## src/rtl/br_redirect.sv

```systemverilog
// ============================================================================
// Module      : br_redirect
// Description : EX-stage branch/JAL/JALR resolution with registered PC redirect
//               and multi-cycle IF/ID flush. Optional macro: BR_STATS_EN
//               (resolve / taken counters).
// Revision    : 1.0 - initial release
// ============================================================================
`default_nettype none

module br_redirect #(
    parameter int FLUSH_DEPTH = 2,
    parameter int XLEN        = 32
) (
    input  logic            clk,
    input  logic            rst,
    input  logic            ex_valid,
    input  logic            ex_stall,
    input  logic            ex_is_branch,
    input  logic            ex_is_jal,
    input  logic            ex_is_jalr,
    input  logic [2:0]      ex_funct3,
    input  logic [XLEN-1:0] ex_pc,
    input  logic [XLEN-1:0] ex_imm,
    input  logic [XLEN-1:0] rs1_data,
    output logic            br_unsign,
    input  logic            br_less,
    input  logic            br_equal,
    output logic            redirect_valid,
    output logic [XLEN-1:0] redirect_pc,
    output logic            flush,
    output logic            illegal_br,
    output logic            misalign,
    output logic [31:0]     br_count,
    output logic [31:0]     br_taken_count
);

    localparam logic [2:0] c_flush_load = 3'(FLUSH_DEPTH - 1);

    typedef enum logic [0:0] {
        S_IDLE  = 1'b0,
        S_FLUSH = 1'b1
    } state_t;

    state_t            r_state, w_state_nxt;
    logic [2:0]        r_cnt, w_cnt_nxt;
    logic              r_redirect_valid, w_redirect_valid_nxt;
    logic [XLEN-1:0]   r_redirect_pc, w_redirect_pc_nxt;
    logic              r_flush, w_flush_nxt;
    logic              r_illegal_br, w_illegal_br_nxt;
    logic              r_misalign, w_misalign_nxt;

    logic              w_resolve;
    logic              w_cond;
    logic              w_branch_only;
    logic              w_illegal_code;
    logic              w_taken;
    logic              w_target_misaligned;
    logic              w_redirect;
    logic [XLEN-1:0]   w_jalr_sum;
    logic [XLEN-1:0]   w_target;

    assign br_unsign = ex_funct3[2] & ex_funct3[1];

    assign w_resolve = (r_state == S_IDLE) & ex_valid & ~ex_stall
                     & (ex_is_branch | ex_is_jal | ex_is_jalr);

    always_comb begin
        w_cond = 1'b0;
        case (ex_funct3)
            3'b000:         w_cond = br_equal;
            3'b001:         w_cond = ~br_equal;
            3'b100, 3'b110: w_cond = br_less;
            3'b101, 3'b111: w_cond = ~br_less;
            default:        w_cond = 1'b0;
        endcase
    end

    // Jumps outrank branches, so condition/illegal decode only matters for a pure branch
    assign w_branch_only  = ex_is_branch & ~ex_is_jal & ~ex_is_jalr;
    assign w_illegal_code = (ex_funct3[2:1] == 2'b01);
    assign w_taken        = ex_is_jalr | ex_is_jal | (w_branch_only & w_cond);

    assign w_jalr_sum = rs1_data + ex_imm;
    assign w_target   = ex_is_jalr ? {w_jalr_sum[XLEN-1:1], 1'b0} : (ex_pc + ex_imm);

    assign w_target_misaligned = w_taken & (w_target[1:0] != 2'b00);
    assign w_redirect          = w_resolve & w_taken & ~w_target_misaligned;

    always_comb begin
        w_state_nxt          = r_state;
        w_cnt_nxt            = r_cnt;
        w_redirect_valid_nxt = 1'b0;
        w_redirect_pc_nxt    = r_redirect_pc;
        w_flush_nxt          = r_flush;
        w_illegal_br_nxt     = 1'b0;
        w_misalign_nxt       = 1'b0;
        case (r_state)
            S_IDLE: begin
                w_flush_nxt = 1'b0;
                if (w_resolve) begin
                    w_illegal_br_nxt = w_branch_only & w_illegal_code;
                    w_misalign_nxt   = w_target_misaligned;
                    if (w_redirect) begin
                        w_redirect_valid_nxt = 1'b1;
                        w_redirect_pc_nxt    = w_target;
                        w_flush_nxt          = 1'b1;
                        w_cnt_nxt            = c_flush_load;
                        w_state_nxt          = S_FLUSH;
                    end
                end
            end
            S_FLUSH: begin
                // Wrong-path instructions in EX are ignored until the counter drains
                if (r_cnt == 3'd0) begin
                    w_flush_nxt = 1'b0;
                    w_state_nxt = S_IDLE;
                end else begin
                    w_cnt_nxt = r_cnt - 3'd1;
                end
            end
            default: begin
                w_flush_nxt = 1'b0;
                w_state_nxt = S_IDLE;
            end
        endcase
    end

    always_ff @(posedge clk or posedge rst) begin
        if (rst) begin
            r_state          <= S_IDLE;
            r_cnt            <= 3'd0;
            r_redirect_valid <= 1'b0;
            r_redirect_pc    <= '0;
            r_flush          <= 1'b0;
            r_illegal_br     <= 1'b0;
            r_misalign       <= 1'b0;
        end else begin
            r_state          <= w_state_nxt;
            r_cnt            <= w_cnt_nxt;
            r_redirect_valid <= w_redirect_valid_nxt;
            r_redirect_pc    <= w_redirect_pc_nxt;
            r_flush          <= w_flush_nxt;
            r_illegal_br     <= w_illegal_br_nxt;
            r_misalign       <= w_misalign_nxt;
        end
    end

    assign redirect_valid = r_redirect_valid;
    assign redirect_pc    = r_redirect_pc;
    assign flush          = r_flush;
    assign illegal_br     = r_illegal_br;
    assign misalign       = r_misalign;

`ifdef BR_STATS_EN
    logic [31:0] r_br_count;
    logic [31:0] r_br_taken_count;

    always_ff @(posedge clk or posedge rst) begin
        if (rst) begin
            r_br_count       <= 32'd0;
            r_br_taken_count <= 32'd0;
        end else begin
            if (w_resolve) begin
                r_br_count <= r_br_count + 32'd1;
            end
            if (w_redirect) begin
                r_br_taken_count <= r_br_taken_count + 32'd1;
            end
        end
    end

    assign br_count       = r_br_count;
    assign br_taken_count = r_br_taken_count;
`else
    assign br_count       = 32'd0;
    assign br_taken_count = 32'd0;
`endif

endmodule

`default_nettype wire
```

## config.mk

```make
export PLATFORM = sky130hd
export DESIGN_NAME = br_redirect
export DESIGN_NICKNAME = d
export VERILOG_FILES = /design/src/rtl/br_redirect.sv
export SDC_FILE = /design/constraint.sdc
export NUM_CORES = 1
export LEC_CHECK = 0
export ABC_CLOCK_PERIOD_IN_PS = 4800
export CORE_MARGIN = 2
export CORE_UTILIZATION = 31
export DETAILED_ROUTE_END_ITERATION = 8
export PLACE_DENSITY = 0.65
export SLEW_MARGIN = 20
export SYNTH_ARGS = -nofsm -noshare
export SYNTH_HDL_FRONTEND = slang
export SYNTH_SLANG_ARGS = --single-unit
```

## constraint.sdc

```tcl
create_clock -name clk -period 4.8 [get_ports clk]
set_input_delay 0.48 -clock clk [delete_from_list [all_inputs] [get_ports clk]]
set_output_delay 0.48 -clock clk [all_outputs]
set_load 0.05 [all_outputs]
```

==> run metrics <==
number of port buffers ~140; share of cells above drive strength 1 2.42%; Slew Viols, Final 0; Post-Syn Instances ~690; LEAKAGE about 3.1 nW; Initial Util a little under a third; number of routed nets with antenna violations 0; Die Wd ~140 um; Net Switching 1.25 mW; final instance area a little under 7000 um^2; Mapped Area around 5300 um^2; clock insertion delay at the later pin of the skew report about 0.29 ns; post-placement cell area 6760 um^2; DR WL/cell between 15 and 20 um; R2R depth 7; most frequent cells in the layout 144 x clkdlybuf4s50_1, 69 x nand2_1, 64 x o21ai_0, 64 x conb_1, 63 x ha_1; clk root buf clkbuf_16; final setup fails 0; area grow syn2layout 30.0%; Critical path origin ex_imm[1]; initial antenna violation count 0; Power, Total between 2 and 3 mW; DP HPWL roughly 13,000 um; GRT overflow 0; PnR worst setup slack 1.45 ns; Placer Congestion 0.890; worst setup path end redirect_pc[28]$_DFFE_PP0P_; status complete, no violations; final period utilization a little over two thirds; Seq pwr share between 20% and 30%; WS Path Type in2reg; crit path launch type input port; endpoints failing hold 0; Clock Skews 0.00636 ns; #FFs+latches synth 40; vias post-DR 5,219; fillcell total about 1,700; TritonCTS clock tree built; Antenna diodes 0; vias in the first global route between 4,000 and 5,000; register area between 1000 and 1500 um^2; largest net degree at the start of global routing 41; critical path arrival around 3.6 ns; Mean Syn Cell Area slightly below 8 um^2; reg-to-reg setup timing slack approximately 2.5 ns; Post-synth EDFFs 0; chip height between 100 and 150 um; fraction of registers with async set/reset 100%; Crit Reg-Reg Endpoint redirect_pc[31]$_DFFE_PP0P_; PwrDens around 370 nW/um^2; hold crit path type reg2reg; Worst Path Required approximately 5 ns; first-pass GRT wire length 24,800 um; Final Util a little over 40%; CTS buffer count 5; Sw Ratio a little under 50%; endpoint class of the critical path flop; min Tclk post-route 3.35 ns; IO Count approximately 210; Clk pwr share 15.1%; fmax about 300 MHz; core area about 17,000 um^2; combinational share of power a little over three fifths; Pre-antenna DRT Iters 5; Slew @ Worst Pin between 0.5 and 0.6 ns; clk buf depth 2; Starting DRT DRC Count approximately 310; placed cells between 1,000 and 1,500; FF-to-FF Start r_state$_DFF_PP0_; setup TNS 0 ns; Sink Count 40; Reg clk slew, reported paths ~0.060 ns; number of cell rows 47; sequential area share after synthesis 18.8%; final hold slack between 0.4 and 0.5 ns; layout net count 1,000; relative slew slack 61.8%; H-tree depth 2; Internal Power roughly 1.3 mW; setup bufs post-CTS 0; Synth Warn # 0; DRC violations left 0; commonest non-fill, non-tap cell in the layout clkdlybuf4s50_1; CP Max Fanout 4; Most used DFF post-synth dfrtp_1; Total Wirelength 16,100 um; VDD IR max 182 uV; Tot GR Track Use between 15 and 20%; Post-CTS Resized 0; hold buffers post-CTS 0; max cap viols 0; Netlist cell types 56; vias per inst roughly 5.0; die area roughly 18,000 um^2; multi-input logic area about 3900 um^2; RSZ-0062 raised after global routing no; fin cells between 1,000 and 1,500; pre-CTS setup slack 1.19 ns
[sequential cells by signal (all words and copies together) (netlist names)]
signal / count
r_state: 1
flush: 1
illegal_br: 1
redirect_pc: 32
misalign: 1
r_cnt: 3
redirect_valid: 1
[critical path, cell delays in order]
cell and delay, ns:
clkdlybuf4s50_1 0.51, inv_1 0.10, fa_1 0.44, nand2b_1 0.19, a21oi_1 0.26, o221ai_1 0.26, o21a_1 0.26, o21a_1 0.24
nor4_1 0.35, o22ai_1 0.13, xor2_1 0.16, o221ai_1 0.17
[power by group through the flow]
stage	clock network (mW)	registers, mW	logic (mW)
floorplan	0	0.981	0.689
global placement	0	0.560	1.59
detailed placement	0	0.566	1.59
CTS	0.392	0.561	1.60
global route	0.412	0.575	1.71
finish	0.384	0.559	1.60
[metal layers]
| metal | global-route usage [%] | part of all wire, % | up-vias |
|---|---|---|---|
| li1 | - | - | 2634 |
| met2 | 28.3 | 46 | 206 |
| met1 | 23.8 | 46 | 2363 |
| met5 | 0 | 0 | - |
| met4 | 3.41 | 1.3 | 0 |
| met3 | 2.36 | 6.6 | 16 |
[worst min-delay path by stage]
stage / start / to / slack, ns / cells after the start
after floorplan: r_cnt[2]$_DFFE_PP0P_ / r_cnt[2]$_DFFE_PP0P_ / 0.50 / 2
after global placement: redirect_pc[17]$_DFFE_PP0P_ / redirect_pc[17]$_DFFE_PP0P_ / 0.46 / 2
after detailed placement: redirect_pc[17]$_DFFE_PP0P_ / redirect_pc[17]$_DFFE_PP0P_ / 0.47 / 2
after CTS: redirect_pc[4]$_DFFE_PP0P_ / redirect_pc[4]$_DFFE_PP0P_ / 0.48 / 2
after global routing: redirect_pc[1]$_DFFE_PP0P_ / redirect_pc[1]$_DFFE_PP0P_ / 0.51 / 1
final: redirect_pc[4]$_DFFE_PP0P_ / redirect_pc[4]$_DFFE_PP0P_ / 0.48 / 2
[area by class of cell]
cell class	count	area share (%)
Multi-Input combinational cell	615	57.0
Timing Repair Buffer	148	21.3
Sequential cell	40	14.5
Tap cell	220	3.98
Clock buffer	6	1.86
Inverter	17	0.922
Clock inverter	2	0.506
[cells in the mapped netlist, drive strengths merged, types with 3 or more instances]
master,count,area (um^2)
nand4,9,56.3
a22oi,5,37.5
o21ai,65,325
or3,4,25.0
nand2,69,259
xnor2,36,315
a21oi,60,300
xor2,20,175
nor3,11,55.1
inv,17,63.8
o31ai,3,22.5
dfrtp,40,1000
nor2,56,210
o211ai,6,45.0
buf,66,488
a31oi,13,81.3
a2111oi,3,45.1
o221ai,3,26.3
ha,63,788
nor2b,8,50.1
a211oi,12,90.1
nand2b,13,81.3
and2,4,25.0
a21o,23,173
nand3,10,50.1
and3,7,43.8
a211o,5,45.0
clkbuf,16,60.1
o21bai,5,37.5
o21a,8,60.1
or2,3,18.8
[cell families (layout without fill, tap and decap cells)]
group	after synthesis	in the layout	synth area share, %
compound gates	227	227	27.0
xor+xnor	56	56	9.22
buf+inv	99	173	11.5
other cells	1	64	0.0705
simple gates	200	200	17.3
flops	40	40	18.8
mux	3	3	0.588
fa+ha+maj	65	65	15.6
Note: power is estimated with default switching activity, not from simulation.
